[src/rtl/uart_pkg.sv]
// Shared UART definitions: receiver/transmitter state encoding and bit-timing derivation.
package uart_pkg;

    typedef enum logic [1:0] {
        ST_IDLE  = 2'd0,
        ST_START = 2'd1,
        ST_DATA  = 2'd2,
        ST_STOP  = 2'd3
    } uart_state_t;

    localparam int DEFAULT_CLOCK_FREQUENCY = 50000000;
    localparam int DEFAULT_BAUD_RATE       = 115200;

    function automatic int clocks_per_bit(input int clock_frequency, input int baud_rate);
        return clock_frequency / baud_rate;
    endfunction

    function automatic int half_bit(input int clock_frequency, input int baud_rate);
        return (clock_frequency / baud_rate) / 2;
    endfunction

endpackage

[src/rtl/sync_2ff.sv]
// Two-flop synchronizer for a single asynchronous input, with a selectable reset level.
module sync_2ff #(
    parameter logic RESET_VALUE = 1'b1
) (
    input  logic clock,
    input  logic reset,
    input  logic i_d,
    output logic o_q
);

    logic r_meta;

    always_ff @(posedge clock or negedge reset) begin
        if (!reset) begin
            r_meta <= RESET_VALUE;
            o_q    <= RESET_VALUE;
        end else begin
            r_meta <= i_d;
            o_q    <= r_meta;
        end
    end

endmodule

[src/rtl/uart_receiver.sv]
// 8N1 UART receiver: start-edge detect, mid-bit sampling, LSB-first assembly and framing check.
module uart_receiver
    import uart_pkg::*;
#(
    parameter int CLOCK_FREQUENCY = DEFAULT_CLOCK_FREQUENCY,
    parameter int BAUD_RATE       = DEFAULT_BAUD_RATE
) (
    input  logic       clock,
    input  logic       reset,
    input  logic       rx,
    output logic [7:0] char_data,
    output logic       char_ready,
    output logic       framing_error
);

    localparam int          CLOCKS_PER_BIT = clocks_per_bit(CLOCK_FREQUENCY, BAUD_RATE);
    localparam int          HALF_BIT       = half_bit(CLOCK_FREQUENCY, BAUD_RATE);
    localparam logic [15:0] BIT_LOAD       = 16'(CLOCKS_PER_BIT - 1);
    localparam logic [15:0] HALF_LOAD      = 16'(HALF_BIT - 1);

    logic        w_rx_s;
    logic        w_tick;
    logic        r_rx_prev;
    uart_state_t r_state;
    logic [15:0] r_count;
    logic [2:0]  r_bit_idx;
    logic [7:0]  r_shift;

    sync_2ff #(
        .RESET_VALUE(1'b1)
    ) u_sync (
        .clock(clock),
        .reset(reset),
        .i_d  (rx),
        .o_q  (w_rx_s)
    );

    assign w_tick = (r_count == 16'd0);

    // Only a high-to-low edge starts a frame, so a held-low line (break) stays idle.
    always_ff @(posedge clock or negedge reset) begin
        if (!reset) begin
            r_state       <= ST_IDLE;
            r_count       <= 16'd0;
            r_bit_idx     <= 3'd0;
            r_shift       <= 8'h00;
            r_rx_prev     <= 1'b1;
            char_data     <= 8'h00;
            char_ready    <= 1'b0;
            framing_error <= 1'b0;
        end else begin
            r_rx_prev     <= w_rx_s;
            char_ready    <= 1'b0;
            framing_error <= 1'b0;
            unique case (r_state)
                ST_IDLE: begin
                    if (r_rx_prev && !w_rx_s) begin
                        r_count <= HALF_LOAD;
                        r_state <= ST_START;
                    end
                end
                ST_START: begin
                    if (!w_tick) begin
                        r_count <= r_count - 16'd1;
                    end else if (!w_rx_s) begin
                        r_count   <= BIT_LOAD;
                        r_bit_idx <= 3'd0;
                        r_state   <= ST_DATA;
                    end else begin
                        r_state <= ST_IDLE;
                    end
                end
                ST_DATA: begin
                    if (!w_tick) begin
                        r_count <= r_count - 16'd1;
                    end else begin
                        r_shift   <= {w_rx_s, r_shift[7:1]};
                        r_bit_idx <= r_bit_idx + 3'd1;
                        r_count   <= BIT_LOAD;
                        if (r_bit_idx == 3'd7) begin
                            r_state <= ST_STOP;
                        end
                    end
                end
                ST_STOP: begin
                    if (!w_tick) begin
                        r_count <= r_count - 16'd1;
                    end else begin
                        if (w_rx_s) begin
                            char_data  <= r_shift;
                            char_ready <= 1'b1;
                        end else begin
                            framing_error <= 1'b1;
                        end
                        r_state <= ST_IDLE;
                    end
                end
            endcase
        end
    end

endmodule

[config.mk]
export PLATFORM = sky130hd
export DESIGN_NAME = uart_receiver
export DESIGN_NICKNAME = d
export VERILOG_FILES = /design/src/rtl/uart_pkg.sv /design/src/rtl/sync_2ff.sv /design/src/rtl/uart_receiver.sv
export SDC_FILE = /design/constraint.sdc
export NUM_CORES = 1
export LEC_CHECK = 0
export CAP_MARGIN = 0
export CORE_UTILIZATION = 40
export CTS_CLUSTER_SIZE = 14
export DETAILED_ROUTE_END_ITERATION = 7
export PLACE_DENSITY_LB_ADDON = 0.12
export SLEW_MARGIN = 15
export SYNTH_ARGS = -nofsm -noshare
export SYNTH_HDL_FRONTEND = slang
export SYNTH_HIERARCHICAL = 1
export SYNTH_SLANG_ARGS = --single-unit
export TNS_END_PERCENT = 1
[constraint.sdc]
create_clock -name clock -period 6.3 [get_ports clock]
set_input_delay 0.945 -clock clock [delete_from_list [all_inputs] [get_ports clock]]
set_output_delay 0.945 -clock clock [all_outputs]
set_load 0.03 [all_outputs]
==> results.toml, run 1 <==
[timing]
slew-limit-headroom_pct = 40.0
drv_slew = 0
setup_tns_ns = 0
tightest_slew_ns = 0.900
finalCritPeriodShare_pct = 42.6
setup-violations-final = 0
finalCriticalPeriod_ns = 2.68
grt_setup_unrepaired = "no"
finClkSkew_ns = 0.00794
hold_viol_final = 0
fmax_mhz = 373

[routing]
via_count = 1489
drtIter0Drc = 101
drt-wirelength-per-cell_um = 14.2
wl_um = 3830
ant_nets = 0
vias_per_cell = 5.51
drcViolationCount = 0
firstDrtPassIters = 4

[setup_path]
worst-setup-path-type = "flip-flop to flip-flop"
r2r_cells = 7
critPathTopFamily = "simple AND/OR/NAND/NOR gates"
path_cells = "inv_1 > ha_1 > or3b_2 > nor4_2 > o21ai_0 > o31a_1 > a41o_1"
crit_fanout = 11
worst-path-stages = 7
worstSetupStartpoint = "r_count[0]"
cp.arrival_ns = 2.88
critPathBufInv = 1
cp.required_ns = 6.49
r2r_slack_ns = 3.62
r2r-start = "r_count[0]"
endpoint_kind = "flip-flop"
critical-path-max-stage-delay_ns = 0.60
crit_slowest_cell = "or3b_2"
startpoint_type = "flip-flop"

[die]
num_rows = 25
fp.coreArea_sq_um = 4850
dieArea_sq_um = 5450
fp.dieW_um = 73.8
start_util_pct = 42.6
num_io_pins = 13
fp.dieH_um = 73.8

[final_layout]
syn2layout_area_growth_pct = 12.0
fin_cells = 270
seq_area_sq_um = 1050
fillers = 445
drive_gt1_share_pct = 18.2
fin_util_pct = 47.7
stdcell_area_sq_um = 2310
antenna_cells = 0
multi_input_area_sq_um = 930
finalNetCount = 213

[clocking]
post_cts_buffers = 0
clockRootBuffer = "clkbuf_8"
hold_buffers = 0
cts_resized = 0
clkLatencyLatePin_ns = 0.30
cts.sinks = 42
clk_pin_slew_ns = 0.08
cts_buffers = 5
cts_buffer_depth = 2
cts_tree = "done"
htreeDepth = 2

[yosys]
yosysSeqAreaShare_pct = 51.1
synth_fp_nets = 200
synth_warnings = 6
ys_ff_latch = 42
avgSynthCellArea_sq_um = 10.9
netlist_area_sq_um = 2060
synth_top_flop_cell = "dfrtp_1"
yosysUniqueCellTypes = 46
synth_cells = 189
async_reset_ff_share_pct = 100
synth_edf_count = 0

[pwr]
power_uw = 952
power-per-cell-area_nw_per_um2 = 412
ir_drop_mv = 0.215
leakagePower_uw = 0.00104

[global_routing]
grt_pass1_wl_um = 6580
overflow = 0
grt_max_degree = 43
grt_usage_pct = 16.2
antenna_found_initial = 0
grt_pass1_vias = 1444

[place]
dp_hpwl_um = 2710
dp.cells = 262
gp_congestion = 0.795
dpl-instance-area_sq_um = 2220
port_buffers = 12

[run]
cap_violations = 0

[status]
status = "finished clean"

[worst_hold_path]
min_path_type = "flip-flop to flip-flop"
[power breakdown]
group,total (uW),internal (uW),switching [uW]
combinational,404,155,249
clock,174,77.9,96.4
sequential,373,320,53.0
[worst register-to-register path, cell delays in order, from the launching register on]
cell     delay [ns]
dfrtp_1        0.41
inv_1          0.08
ha_1           0.17
or3b_2         0.60
nor4_2         0.54
o21ai_0        0.25
o31a_1         0.33
a41o_1         0.20
[cell families (layout without fill, tap and decap cells)]
kind of cell	count (synthesis)	in the layout	synth area share [%]
AOI/OAI and AO/OA	53	53	17.2
xor gates and xnor gates	1	1	0.425
DFF	42	42	51.1
adders and majority gates	8	8	4.85
muxes	15	15	8.19
buffers and inverters	16	30	3.82
and+or+nand+nor	54	54	14.4
[registers in the layout, indices dropped and copies added (netlist names), named ones only]
signal,cells
r_rx_prev,1
char_ready,1
r_count,16
u_sync/o_q,1
char_data,8
r_state,1
u_sync/r_meta,1
r_bit_idx,3
r_shift,8
framing_error,1
[per-layer routing]
metal  vias to the layer above  wire length [um]  track usage (%)
li1                        728                 -                -
met1                       724              1790             21.1
met2                        33              1840             25.1
met3                         4               161             4.80
met4                         0                42             6.62
met5                         -                 0                0
[per-stage QoR]
| step | setup WS (ns) | hold WS [ns] |
|---|---|---|
| 4_1_cts | 3.62 | 0.363 |
| 6_report | 3.62 | 0.361 |
| 2_1_floorplan | 3.91 | 0.345 |
| 3_3_place_gp | 3.66 | 0.348 |
| 3_5_place_dp | 3.64 | 0.350 |
| 5_1_grt | 3.47 | 0.368 |
[cell type report]
cell class | count | share of cell area (%)
timing repair buffer | 12 | 4.98
clock buffer | 5 | 2.98
multi-input combinational | 131 | 40.2
sequential | 42 | 45.6
inverter | 10 | 1.62
clock inverter | 3 | 0.920
tap | 67 | 3.63
[layout by cell type, fill, tap and decap left out, types with 3 or more instances in the layout]
| master | synthesis | final |
|---|---|---|
| inv_1 | 10 | 10 |
| nand2b_1 | 3 | 3 |
| ha_1 | 8 | 8 |
| clkdlybuf4s50_1 | 0 | 11 |
| clkbuf_8 | 0 | 5 |
| nor2_1 | 11 | 11 |
| dfrtp_1 | 39 | 39 |
| nand2_1 | 15 | 15 |
| nor4_1 | 3 | 3 |
| a21oi_1 | 8 | 8 |
| a31oi_1 | 13 | 13 |
| or4_1 | 4 | 4 |
| o21ai_0 | 12 | 12 |
| dfstp_2 | 3 | 3 |
| nor3_1 | 7 | 7 |
| mux2_2 | 15 | 15 |
[worst min-delay path by stage]
stage / from / to / slack [ns] / cells after the start
3_5_place_dp: u_sync/r_meta / u_sync/o_q / 0.35 / 0
4_1_cts: u_sync/r_meta / u_sync/o_q / 0.36 / 0
2_1_floorplan: u_sync/r_meta / u_sync/o_q / 0.35 / 0
3_3_place_gp: u_sync/r_meta / u_sync/o_q / 0.35 / 0
5_1_grt: u_sync/r_meta / u_sync/o_q / 0.37 / 0
6_report: u_sync/r_meta / u_sync/o_q / 0.36 / 0
[Yosys cell counts, types with 2 or more instances]
master    count  share of area, %
mux2_2       15               8.2
and3_1        2              0.61
a31oi_1      13               3.9
buf_2         3              0.73
nor3_1        7               1.7
nand3_1       2              0.49
nor4_1        3              0.91
o21ai_0      12               2.9
nand2_1      15               2.7
a21oi_1       8               1.9
ha_1          8               4.9
or4_1         4               1.5
dfrtp_1      39                47
nand2b_1      3              0.91
nor2_1       11               2.0
dfstp_2       3               3.8
buf_6         2               1.1
o21ai_1       2              0.49
inv_1        10               1.8
Note: power is estimated with default switching activity, not from simulation.
==> inputs of run 2 (changes only) <==
==> constraint.sdc (replaced) <==
create_clock -name clock -period 2.25 [get_ports clock]
set_input_delay 0.3375 -clock clock [delete_from_list [all_inputs] [get_ports clock]]
set_output_delay 0.3375 -clock clock [all_outputs]
set_load 0.03 [all_outputs]
==> run 2 against run 1 <==
Against the previous run:
- the run now ends with setup timing left
- routed wire length up 18%
- worst setup slack worse by 3.7 ns
- design area up 15%
- maximum frequency up 17%
- clock skew down 0.0015 ns
- cell count up 12%
- hold slack better by 0.0055 ns
- non-clock buffer count up 32
- combinational power rose to 4.3 times the previous value
- sequential cell count unchanged
==> results.toml, run 2 (synthesis gave the netlist of run 1 again) <==
[status]
status = "finished with violations"
violations = "setup timing"

[final_layout]
antenna_cells = 0
fillers = 417
drive_gt1_share_pct = 34.7
stdcell_area_sq_um = 2670
multi_input_area_sq_um = 1020
finalNetCount = 246
syn2layout_area_growth_pct = 29.2
mostFrequentLayoutCells = "dfrtp_1, buf_4, mux2_2, a31oi_1, nand2_1"
largest_reg_flops = 16
reg_top3 = "r_count (16), char_data (8), r_shift (8)"
layout_commonest_cell = "dfrtp_1"
seq_area_sq_um = 1050
top_register = "r_count"

[routing]
firstDrtPassIters = 4
dr_wl_met2_um = 2120
drtIter0Drc = 142
wl_met3_um = 145
vias_per_cell = 5.44
top_layer = "met4"
drcViolationCount = 0
drt-met1-wl_um = 2140
via_count = 1648
wl_um = 4510
drt-wirelength-per-cell_um = 14.9
ant_nets = 0

[global_routing]
antenna_found_initial = 0
grt_pass1_vias = 1541
grt_usage_pct = 17.9
overflow = 0
grt_max_degree = 25
grt_pass1_wl_um = 7210

[setup_path]
worst-setup-path-type = "flip-flop to flip-flop"
startpoint_type = "flip-flop"
endpoint_kind = "flip-flop"
crit_fanout = 7
cp.arrival_ns = 2.49
cp.required_ns = 2.46

[die]
num_io_pins = 13
start_util_pct = 42.6
num_rows = 25
dieArea_sq_um = 5450
fp.dieW_um = 73.8
fp.dieH_um = 73.8
fp.coreArea_sq_um = 4850

[place]
gp_congestion = 0.929
dp_hpwl_um = 3100
preCtsSetupSlack_ns = -0.170
dpl-instance-area_sq_um = 2470
port_buffers = 12

[timing]
fin_ws_ns = -0.0376
fmax_mhz = 437
grt_setup_unrepaired = "yes"
finalCriticalPeriod_ns = 2.29
drv_slew = 0
setup-violations-final = 1
slew-limit-headroom_pct = 52.5
finClkSkew_ns = 0.00646
finalCritPeriodShare_pct = 102
tightest_slew_ns = 0.708
hold_viol_final = 0

[pwr]
ir_drop_mv = 0.755
leakagePower_uw = 0.00122
power-per-cell-area_nw_per_um2 = 1210

[clocking]
htreeDepth = 2
cts.sinks = 42
cts_buffers = 5
clockRootBuffer = "clkbuf_8"
cts_tree = "done"
clkLatencyLatePin_ns = 0.30
cts_buffer_depth = 2
clk_pin_slew_ns = 0.08

[run]
cap_violations = 0

[worst_hold_path]
min_path_type = "flip-flop to flip-flop"
[run 2: power by group]
part	switching [uW]	internal (uW)	leakage [uW]	total [uW]
logic	927	805	0.000617	1730
clock network	277	218	0.0000441	495
registers	103	897	0.000557	1000
[run 2: what timing repair did]
action | 4_1_cts | 5_1_grt
cloned | 1 | 0
hold buffers | 1 | 0
setup endpoints to repair | 36 | 19
hold endpoints to repair | 17 | 0
buffers inserted | 0 | 2
gates resized for setup | 10 | 11
pin swaps | 4 | 9
[run 2: final cells by class]
cell class                      instances  share of cell area (%)
Multi-Input combinational cell        132                    38.5
Clock inverter                          3                   0.798
Inverter                               10                    1.41
Tap cell                               67                    3.15
Sequential cell                        42                    39.6
Timing Repair Buffer                   44                    14.0
Clock buffer                            5                    2.58
[run 2: worst max-delay path: stages (launching register included)]
cell	delay [ns]
dfrtp_1	0.39
or4_4	0.55
or4_4	0.62
o21a_4	0.28
buf_12	0.14
a31oi_1	0.21
[run 2: final timing paths]
| check | from | end | slack, ns | cells after the start |
|---|---|---|---|---|
| worst max-delay path | r_count[8] | r_count[2] | -0.04 | 5 |
| worst min-delay path | u_sync/r_meta | u_sync/o_q | 0.37 | 0 |
| worst max register to register | r_count[8] | r_count[2] | -0.04 | 5 |
| worst min register to register | u_sync/r_meta | u_sync/o_q | 0.37 | 0 |
| max in group asynchronous | reset | r_rx_prev | 1.02 | 3 |
| min in group asynchronous | reset | r_count[10] | 0.51 | 2 |
[run 2: stage by stage]
| step | total power [uW] | std cells | TNS, ns | util, % | hold WS, ns |
|---|---|---|---|---|---|
| 4_1_cts | 3150 | 301 | 0 | 54.1 | 0.372 |
| 2_1_floorplan | 1990 | 189 | -0.485 | - | 0.0419 |
| 6_report | 3230 | 303 | -0.0376 | 55.0 | 0.366 |
| 3_3_place_gp | 2490 | 291 | -1.18 | 50.9 | 0.306 |
| 5_1_grt | 3440 | 303 | -0.438 | 55.0 | 0.370 |
| 3_5_place_dp | 2530 | 291 | -2.39 | 50.9 | 0.313 |
[run 2: metal layers]
metal,track usage [%],vias to the layer above
met5,0,-
met2,27.5,40
li1,-,791
met4,7.26,0
met3,4.53,10
met1,24.0,807
==> inputs of run 3 (changes only) <==
==> constraint.sdc (replaced) <==
create_clock -name clock -period 2.4 [get_ports clock]
set_input_delay 0.36 -clock clock [delete_from_list [all_inputs] [get_ports clock]]
set_output_delay 0.36 -clock clock [all_outputs]
set_load 0.03 [all_outputs]
==> run 3 against run 2 <==
Against the previous run:
- the flow now finishes without violations
- clock skew rose by 0.0039 ns
- register-to-register slack better by 0.14 ns
- maximum frequency down 0.45%
- count of clock-buffer cells in the layout unchanged
- cell count shrank 3.3%
- sequential cell count unchanged
==> results.toml, run 3 (synthesis gave the netlist of run 1 again) <==
[timing]
slew-limit-headroom_pct = 39.9
finalCritPeriodShare_pct = 95.8
finClkSkew_ns = 0.0104
fmax_mhz = 435
drv_slew = 0
hold_viol_final = 0
setup-violations-final = 0
grt_setup_unrepaired = "no"
fin_ws_ns = 0.102
finalCriticalPeriod_ns = 2.30
tightest_slew_ns = 0.902
fin_hold_ws_ns = 0.174
setup_tns_ns = 0

[place]
preCtsSetupSlack_ns = -0.0271
gp_congestion = 0.875
dp.cells = 284
port_buffers = 12
dp_hpwl_um = 3160

[die]
fp.dieW_um = 73.8
fp.dieH_um = 73.8
fp.coreArea_sq_um = 4850
num_rows = 25
num_io_pins = 13
dieArea_sq_um = 5450
start_util_pct = 42.6

[routing]
wl_um = 4540
top_layer = "met4"
via_count = 1612
vias_per_cell = 5.50
drt-wirelength-per-cell_um = 15.5
firstDrtPassIters = 4
ant_nets = 0
wl_met3_um = 161
dr_wl_met2_um = 2310
drt-met1-wl_um = 2020
drcViolationCount = 0
drtIter0Drc = 114

[setup_path]
endpoint_kind = "flip-flop"
crit_fanout = 8
cp.arrival_ns = 2.51
worst-setup-path-type = "flip-flop to flip-flop"
startpoint_type = "flip-flop"
cp.required_ns = 2.62

[final_layout]
top_register = "r_count"
fin_cells = 293
mostFrequentLayoutCells = "dfrtp_1, buf_4, mux2_2, nand2_1, a31oi_1"
antenna_cells = 0
largest_reg_flops = 16
drive_gt1_share_pct = 30.5
syn2layout_area_growth_pct = 24.4
reg_top3 = "r_count (16), char_data (8), r_shift (8)"
layout_commonest_cell = "dfrtp_1"
fillers = 434
finalNetCount = 236

[clocking]
clk_pin_slew_ns = 0.09
clockRootBuffer = "clkbuf_8"
cts_buffers = 5
cts_buffer_depth = 2
cts_tree = "done"
htreeDepth = 2
cts.sinks = 42
hold_buffers = 0
clkLatencyLatePin_ns = 0.30

[global_routing]
grt_pass1_wl_um = 7530
overflow = 0
antenna_found_initial = 0
grt_max_degree = 43
grt_usage_pct = 18.4
grt_pass1_vias = 1593

[pwr]
power-per-cell-area_nw_per_um2 = 1170
leakagePower_uw = 0.00117
ir_drop_mv = 0.555

[run]
cap_violations = 0

[status]
status = "finished clean"

[worst_hold_path]
min_path_type = "input port to asynchronous set/reset pin"
[run 3: cell types whose count changed in the layout (fill, tap and decap cells not counted), sizes merged]
cell,change
dlygate4sd3,-1
inv,+1
buf,-9
clkinv,-1
bufinv,+1
clkinvlp,-1
[run 3: timing repair]
action	4_1_cts	5_1_grt
setup endpoints to repair	4	29
resized for setup	2	12
buffers inserted	0	0
pin swaps	1	4
cloned	0	1
[run 3: critical path: stages (launching register included)]
cell	delay [ns]
dfrtp_2	0.45
or4_4	0.57
or4_4	0.63
o21a_4	0.26
buf_4	0.14
o22ai_1	0.15
[run 3: cell type report]
class / count / area, sq um / share of cell area (%)
sequential: 42 / 1060 / 41.1
multi-input combinational: 132 / 997 / 38.8
timing repair buffer: 34 / 280 / 10.9
tap: 67 / 83.8 / 3.27
clock buffer: 5 / 68.8 / 2.68
clock inverter: 3 / 43.8 / 1.71
inverter: 10 / 37.5 / 1.46
[run 3: stage by stage]
step,cell area [sq um],util [%],total power (uW)
after floorplan,2060,-,1850
after global placement,2390,49.2,2210
after detailed placement,2390,49.2,2270
after CTS,2500,51.7,2860
after global routing,2570,53.0,3220
final,2570,53.0,3000
[run 3: worst paths after layout]
check / start / to / slack [ns] / cells past startpoint
worst min register to register: u_sync/r_meta / u_sync/o_q / 0.36 / 0
worst min-delay path: reset / r_count[11] / 0.17 / 1
worst max register to register: r_count[13] / r_count[1] / 0.10 / 5
worst max-delay path: r_count[13] / r_count[1] / 0.10 / 5
min in group clock: u_sync/r_meta / u_sync/o_q / 0.36 / 0
max in group asynchronous: reset / r_count[13] / 1.60 / 1
[run 3: report_power, final]
part | internal, uW | total [uW] | leakage [uW] | switching, uW
Combinational | 657 | 1470 | 0.000559 | 812
Sequential | 841 | 953 | 0.000555 | 111
Clock | 312 | 576 | 0.0000585 | 264
[run 3: per-layer routing]
layer / vias to the layer above / GRT usage [%]
li1: 769 / -
met1: 809 / 23.8
met2: 29 / 30.0
met3: 5 / 3.29
met4: 0 / 8.55
met5: - / 0
